**config.mk**
```make
export PLATFORM = sky130hd
export DESIGN_NAME = score_display_driver
export DESIGN_NICKNAME = d
export VERILOG_FILES = /design/src/rtl/score_display_driver.sv
export SDC_FILE = /design/constraint.sdc
export NUM_CORES = 1
export LEC_CHECK = 0
export CORE_UTILIZATION = 30
export DETAILED_ROUTE_END_ITERATION = 6
export RECOVER_POWER = 25
export SLEW_MARGIN = 20
export SYNTH_ARGS = -nofsm -noshare
export SYNTH_HDL_FRONTEND = slang
export SYNTH_SLANG_ARGS = --single-unit
```
**constraint.sdc**
```tcl
create_clock -name clock_div -period 15.1 [get_ports clock_div]
set_input_delay 1.51 -clock clock_div [delete_from_list [all_inputs] [get_ports clock_div]]
set_output_delay 1.51 -clock clock_div [all_outputs]
set_load 0.1 [all_outputs]
```
**src/rtl/score_display_driver.sv**
```systemverilog
// Binary score to BCD (sequential double-dabble) with a time-multiplexed, active-low
// 7-segment scanner. Leading zeros are blanked; values too wide for the display saturate to 9s.
module score_display_driver #(
    parameter int NUM_DIGITS  = 8,
    parameter int REFRESH_DIV = 1000
) (
    input  logic                  clock_div,
    input  logic                  reset,
    input  logic [31:0]           score,
    output logic [6:0]            seg,
    output logic                  dp,
    output logic [NUM_DIGITS-1:0] an,
    output logic                  busy,
    output logic                  overflow
);

    localparam int IDX_W = (NUM_DIGITS > 1) ? $clog2(NUM_DIGITS) : 1;
    localparam int CNT_W = (REFRESH_DIV > 1) ? $clog2(REFRESH_DIV) : 1;

    typedef enum logic [1:0] {S_IDLE, S_LOAD, S_SHIFT, S_DONE} state_t;

    state_t                      state_q;
    logic [31:0]                 shown_bin_q, bin_sr_q, cap_q;
    logic [39:0]                 bcd_q;
    logic [4:0]                  bit_cnt_q;
    logic [NUM_DIGITS-1:0][3:0]  disp_q, disp_d;
    logic                        busy_q, overflow_q, sat_d;
    logic [35:0]                 bcd_adj_d;
    logic [IDX_W-1:0]            scan_idx_q;
    logic [CNT_W-1:0]            refresh_cnt_q;
    logic [NUM_DIGITS-1:0]       an_q, an_d;
    logic [6:0]                  seg_q, seg_d;
    logic                        blank_d;

    function automatic logic [6:0] decode(input logic [3:0] d);
        case (d)
            4'd0: decode = 7'b1000000;
            4'd1: decode = 7'b1111001;
            4'd2: decode = 7'b0100100;
            4'd3: decode = 7'b0110000;
            4'd4: decode = 7'b0011001;
            4'd5: decode = 7'b0010010;
            4'd6: decode = 7'b0000010;
            4'd7: decode = 7'b1111000;
            4'd8: decode = 7'b0000000;
            4'd9: decode = 7'b0010000;
            default: decode = 7'h7F;
        endcase
    endfunction

    // The top BCD digit of a 32-bit value never reaches 5 mid-conversion, so only
    // nibbles 0..8 need the add-3 correction.
    always_comb begin
        bcd_adj_d = bcd_q[35:0];
        for (int i = 0; i < 9; i++) begin
            if (bcd_q[4*i +: 4] >= 4'd5) bcd_adj_d[4*i +: 4] = bcd_q[4*i +: 4] + 4'd3;
        end
    end

    always_comb begin
        sat_d = 1'b0;
        for (int i = NUM_DIGITS; i < 10; i++) begin
            if (bcd_q[4*i +: 4] != 4'd0) sat_d = 1'b1;
        end
        for (int i = 0; i < NUM_DIGITS; i++) begin
            disp_d[i] = sat_d ? 4'd9 : bcd_q[4*i +: 4];
        end
    end

    // NOTE: all state below updates with non-blocking assignments so every register
    // samples pre-edge values, independent of statement order.
    always_ff @(posedge clock_div or posedge reset) begin
        if (reset) begin
            state_q     <= S_IDLE;
            shown_bin_q <= '0;
            bin_sr_q    <= '0;
            cap_q       <= '0;
            bcd_q       <= '0;
            bit_cnt_q   <= '0;
            disp_q      <= '0;
            busy_q      <= 1'b0;
            overflow_q  <= 1'b0;
        end else begin
            case (state_q)
                S_IDLE: begin
                    if (score != shown_bin_q) begin
                        state_q <= S_LOAD;
                        busy_q  <= 1'b1;
                    end
                end
                S_LOAD: begin
                    bin_sr_q  <= score;
                    cap_q     <= score;
                    bcd_q     <= '0;
                    bit_cnt_q <= '0;
                    busy_q    <= 1'b1;
                    state_q   <= S_SHIFT;
                end
                S_SHIFT: begin
                    bcd_q     <= {bcd_q[38:36], bcd_adj_d, bin_sr_q[31]};
                    bin_sr_q  <= {bin_sr_q[30:0], 1'b0};
                    bit_cnt_q <= bit_cnt_q + 5'd1;
                    if (bit_cnt_q == 5'd31) state_q <= S_DONE;
                end
                S_DONE: begin
                    disp_q      <= disp_d;
                    shown_bin_q <= cap_q;
                    overflow_q  <= sat_d;
                    busy_q      <= 1'b0;
                    state_q     <= S_IDLE;
                end
                default: state_q <= S_IDLE;
            endcase
        end
    end

    // Digit i>0 is blank when it and every more significant digit are zero.
    always_comb begin
        blank_d = (scan_idx_q != '0) && !overflow_q;
        for (int j = 0; j < NUM_DIGITS; j++) begin
            if (j >= int'(scan_idx_q) && disp_q[j] != 4'd0) blank_d = 1'b0;
        end
        seg_d = blank_d ? 7'h7F : decode(disp_q[scan_idx_q]);
        an_d  = ~(NUM_DIGITS'(1) << scan_idx_q);
    end

    always_ff @(posedge clock_div or posedge reset) begin
        if (reset) begin
            scan_idx_q    <= '0;
            refresh_cnt_q <= '0;
            an_q          <= '1;
            seg_q         <= 7'h7F;
        end else begin
            an_q  <= an_d;
            seg_q <= seg_d;
            if (refresh_cnt_q == CNT_W'(REFRESH_DIV - 1)) begin
                refresh_cnt_q <= '0;
                scan_idx_q    <= (scan_idx_q == IDX_W'(NUM_DIGITS - 1)) ? '0 : scan_idx_q + IDX_W'(1);
            end else begin
                refresh_cnt_q <= refresh_cnt_q + CNT_W'(1);
            end
        end
    end

    assign seg      = seg_q;
    assign an       = an_q;
    assign dp       = 1'b1;
    assign busy     = busy_q;
    assign overflow = overflow_q;

endmodule
```
# ---- Yosys cells after proc, flatten, opt, wreduce, memory -nomap -nowiden
# Memory sizes are Yosys's and may differ from the RTL's.
# Index checks and enable logic that the tools add are counted.
# Widths: inputs -> output; s select.
dict set report classes {
  n_addsub 12
  n_mul 0
  n_div 0
  n_lt_le_gt_ge 17
  eq_ne 9
  shifts 1
  mux 40
  bitwise_logic 1
  reduce_logical 25
}
# cell n
set ops {}
lappend ops {{$pmux 40 s2} 1}
lappend ops {{$mux 4} 18}
lappend ops {{$pmux 32 s2} 1}
lappend ops {{$reduce_bool 4->1} 10}
lappend ops {{$add 4x2->4 const B} 9}
lappend ops {{$ge 4x3->1 const B} 9}
lappend ops {{$ne 32x32->1} 1}
lappend ops {{$bmux 4 s3} 1}
lappend ops {{$mux 1} 11}
lappend ops {{$add 10x1->10 const B} 1}
lappend ops {{$eq 10x10->1 const B} 1}
lappend ops {{$mux 10} 1}
lappend ops {{$pmux 5 s2} 1}
lappend ops {{$ge 3x3->1 const A} 3}
lappend ops {{$logic_and 1x1->1} 8}
lappend ops {{$not 8->8} 1}
lappend ops {{$pmux 2 s4} 1}
lappend ops {{$shl 1x3->8 const A} 1}
lappend ops {{$mux 7} 1}
lappend ops {{$ge 1x3->1 const A} 2}
lappend ops {{$ge 2x3->1 const A} 2}
lappend ops {{$reduce_bool 3->1} 2}
lappend ops {{$add 5x1->5 const B} 1}
lappend ops {{$eq 5x5->1 const B} 1}
lappend ops {{13 further kinds} 17}
dict set report word_totals {
  regBits 205
  latch_bits 0
  mem_bits_rw 0
  mem_bits_ro 112
  inputBits 34
  word_cells 126
  memories 1
}
# name words width read_ports rd_clocked_by_memory_dff write_ports line
set memory_table {}
lappend memory_table {{(no name shown)} 16 7 1 0 0 36} ;# case (d)

# ---- Longest topological paths before layout
dict set report logic_depth {
  word_depth 11
  ltp_mapped 10
  depth_no_buf 9
}

# ---- Least setup slack after synthesis
# OpenSTA, ideal clock, no wires.
dict set report synth_path {
  path_type {input to register}
  start {input score[17]}
  end {register state_q[1]}
  setup_ns 0.125
  t_arrival_ns 2.502
  required_ns 14.975
  path_slack_ns 12.473
  path_stages 5
  n_path_buf 0
  cell_sequence {xnor2_1 > nand4_1 > nor4_1 > a32oi_1 > mux2_2}
}
dict set report synth_between {
  elab_chain_cells 3
}
# element line
set synth_rtl {}
lappend synth_rtl {{from (decl)} 9} ;# input logic [31:0] score,
lappend synth_rtl {{$ne 32x32->1} 86} ;# if (score != shown_bin_q) begin
lappend synth_rtl {{$ne 2x2->1 (no source line)} --}
lappend synth_rtl {{$reduce_and 2->1 (no source line)} --}
lappend synth_rtl {{to (signal assigned)} 87} ;# state_q <= S_LOAD;
lappend synth_rtl {{to (signal assigned)} 97} ;# state_q <= S_SHIFT;
lappend synth_rtl {{to (signal assigned)} 103} ;# if (bit_cnt_q == 5'd31) state_q <= S_DONE;
lappend synth_rtl {{to (decl)} 22} ;# state_t state_q;
# Every way passes these cells.
# A chain may end at the register's enable or synchronous reset.

==> reports/qor.csv <==
stage,metric,value,unit
global_routing,met1_usage,17.08,%
power,leakagePower,5.010,nW
floorplanning,die_h,183.8,um
floorplanning,num_rows,66,
global_routing,use_met3,2.575,%
clock_network,cts_made_buffers,22,
placed_design,dp_cells,1336,
timing,period_share,40.22,%
critical_path,path_cells,dlygate4sd3_1 -> clkinvlp_2 -> buf_4,
clock_network,clock_latency,0.51,ns
routing,vias,6416,
clock_network,cts_tree,yes,
timing,setup-tns-final,0,ns
global_routing,grtUsageMet2,19.33,%
global_routing,grt_pass1_wl,33690,um
timing,finalSetupViolCount,0,
synthesis,syn_area_per_cell,11.31,sq um
clock_network,cts.clk_slew.worst_paths,0.06,ns
synthesis,ys_types,50,
timing,tightest_slew,5.811,ns
critical_path,cpMaxStageDelayCell,clkinvlp_2,
placed_design,globalplace.congestion,0.7872,
timing,rsz0062_at_grt,no,
placed_design,placed_area,0.01088,sq mm
global_routing,grt_max_degree,132,
critical_path,slowest_delay,3.16,ns
routing,drcViolationCount,0,
clock_network,ctsResizeCount,0,
finish,fin_cells,1376,
clock_network,postCtsHoldBufs,0,
synthesis,ys_seq_area_share,51.95,%
critical_path,cp-end-kind,asynchronous set/reset pin,
worst_hold_path,min_path_type,reg -> reg,
clock_network,htreeDepth,1,
finish,syn2layout_area_growth,16.65,%
floorplanning,dieWidth,183.8,um
critical_path,crit_arrival,6.57,ns
synthesis,yosysMostFrequentCell,dfrtp_1,
global_routing,grt-ovfl-total,0,
timing,max_freq,0.1646,GHz
floorplanning,die_area,0.03377,sq mm
synthesis,synth_edf_count,0,
synthesis,synth_common_cells,"dfrtp_1 (190), mux2_2 (72), mux2i_1 (66), nor2_1 (66), inv_1 (60)",
synthesis,synth_seq_cells,205,
clock_network,clock_sinks,205,
synthesis,synthFlopType,dfrtp_1,
critical_path,r2r-start,state_q[0],
critical_path,crit_type,in -> async,
synthesis,syn_nets,948,
worst_hold_path,worstHoldStart,refresh_cnt_q[9],
critical_path,r2r_setup_slack,11.73,ns
timing,min_period,6.074,ns
floorplanning,core_area,0.03254,sq mm
synthesis,syn_area,0.009911,sq mm
critical_path,cp-start-kind,input port,
synthesis,synth.top_cells.by_area,"dfrtp_1 (48%), mux2_2 (8.2%), mux2i_1 (6.7%), ha_1 (4.8%), dfstp_2 (4.0%)",
routing,ant_nets,0,
outcome,violations,"max-capacitance violations, max-slew violations",
critical_path,required,15.60,ns
routing,post_drt_wl_per_cell,14.42,um
finish,design_area,0.01156,sq mm
placed_design,io_buffers,50,
global_routing,grt-busiest-layer,met2,
routing,viasPerCell,4.663,
global_routing,antenna_found_initial,3,
timing,skew,0.01625,ns
synthesis,async_flop_share,100.0,%
power,irDropWorstVdd,0.0001025,V
routing,drt_first_pass_iters,4,
routing,wl,19840,um
worst_hold_path,hold_path_depth,1,
critical_path,critical_path.max_fanout,131,
global_routing,grt_pass1_vias,6532,
critical_path,r2r-end,disp_q[31],
synthesis,synth_top_area_share,47.97,%
finish,fin_util,35.53,%
global_routing,grtUsageTotal,12.15,%
synthesis,postSynthCellCount,876,
power,powerDensity,135.0,mW/mm^2
outcome,outcome,"finished, violations left",
worst_hold_path,min_to,refresh_cnt_q[9],
run,cap_violations,2,
timing,hold_viol,0,
timing,maxSlewHeadroom,-287.4,%
critical_path,worstRegToRegCells,4,
clock_network,cts_buffer_depth,3,
finish,layout.nets,990,
floorplanning,initial_core_util,30.46,%
clock_network,cts-root-buf,clkbuf_16,
synthesis,yosysWarningCount,0,
finish,drive_gt1_share,15.24,%
routing,drt_iter0_drc,334,
synthesis,synth_largest_area_cell,dfrtp_1,
finish,nFillCells,3278,
clock_network,post_cts_buffers,0,
placed_design,dp_hpwl,12940,um
floorplanning,io_pins,52,
timing,final_max_slew_viol_count,166,
## stage by stage
step                      hold slack (ns)  power, mW  worst slack (ns)
after floorplan                    0.4445     0.9614             8.019
final                              0.4832      1.561             9.026
after CTS                          0.4847      1.581             11.43
after detailed placement           0.4700      1.055             11.38
after global routing               0.5049      1.648             7.991
after global placement             0.4809      1.046             11.39
## layout by cell type (no fill, tap or decap), drive strengths merged, types with 38 or more instances in the layout
cell type  instances
dfrtp            190
o21ai             43
a21oi             51
inv               59
ha                38
nor2              66
mux2              73
mux2i             68
nand2             47
xnor2             44
## critical path, delay by kind of cell
family                 cells  cell delay [ns]
buffers and inverters      3             4.82
## cell families (layout without fill, tap and decap cells)
group           count (synthesis)  in the layout  synth area share, %
xor+xnor                       51             51                4.507
simple gates                  193            193                9.077
mux                           151            151                17.76
buf+inv                        99            155                4.027
compound gates                138            138                7.840
other cells                     1              3              0.03784
fa+ha+maj                      38             38                4.797
flops                         205            205                51.95
## sequential cells by signal, summed over array words and instances, names as in the netlist
signal / count
cap_q: 32
bin_sr_q: 32
scan_idx_q: 3
bcd_q: 40
overflow: 1
shown_bin_q: 32
an: 8
disp_q: 32
state_q: 2
seg: 7
busy: 1
bit_cnt_q: 5
refresh_cnt_q: 10
## final cells by class
cell class	instances	area, sq um	share of cell area (%)
Antenna cell	2	5.005	0.04329
Clock buffer	33	631.9	5.465
Clock inverter	5	65.06	0.5628
Inverter	60	226.5	1.959
Multi-Input combinational cell	572	4378	37.87
Sequential cell	205	5149	44.53
Tap cell	442	553.0	4.784
Timing Repair Buffer	57	553.0	4.784
## power breakdown
group | switching, mW | internal (mW) | total [mW]
logic | 0.198 | 0.139 | 0.337
registers | 0.0701 | 0.633 | 0.704
clock network | 0.214 | 0.306 | 0.520
## how the worst max path moves through the flow
stage                     slack (ns)               end   start  cells past startpoint
after floorplan                 8.02          bcd_q[0]   reset                      1
after global placement         11.39         bcd_q[25]   reset                      3
after detailed placement       11.38         bcd_q[25]   reset                      3
after CTS                      11.43            seg[2]  seg[2]                      1
after global routing            7.99         disp_q[1]   reset                      3
final                           9.03  refresh_cnt_q[4]   reset                      3
## metal layers
metal,share of wire (%),wire length (um)
met4,1.5,294
met3,3.9,773
met2,45,8881
met1,50,9883
met5,0.055,11
No activity file was read; power rests on OpenSTA's default activity.
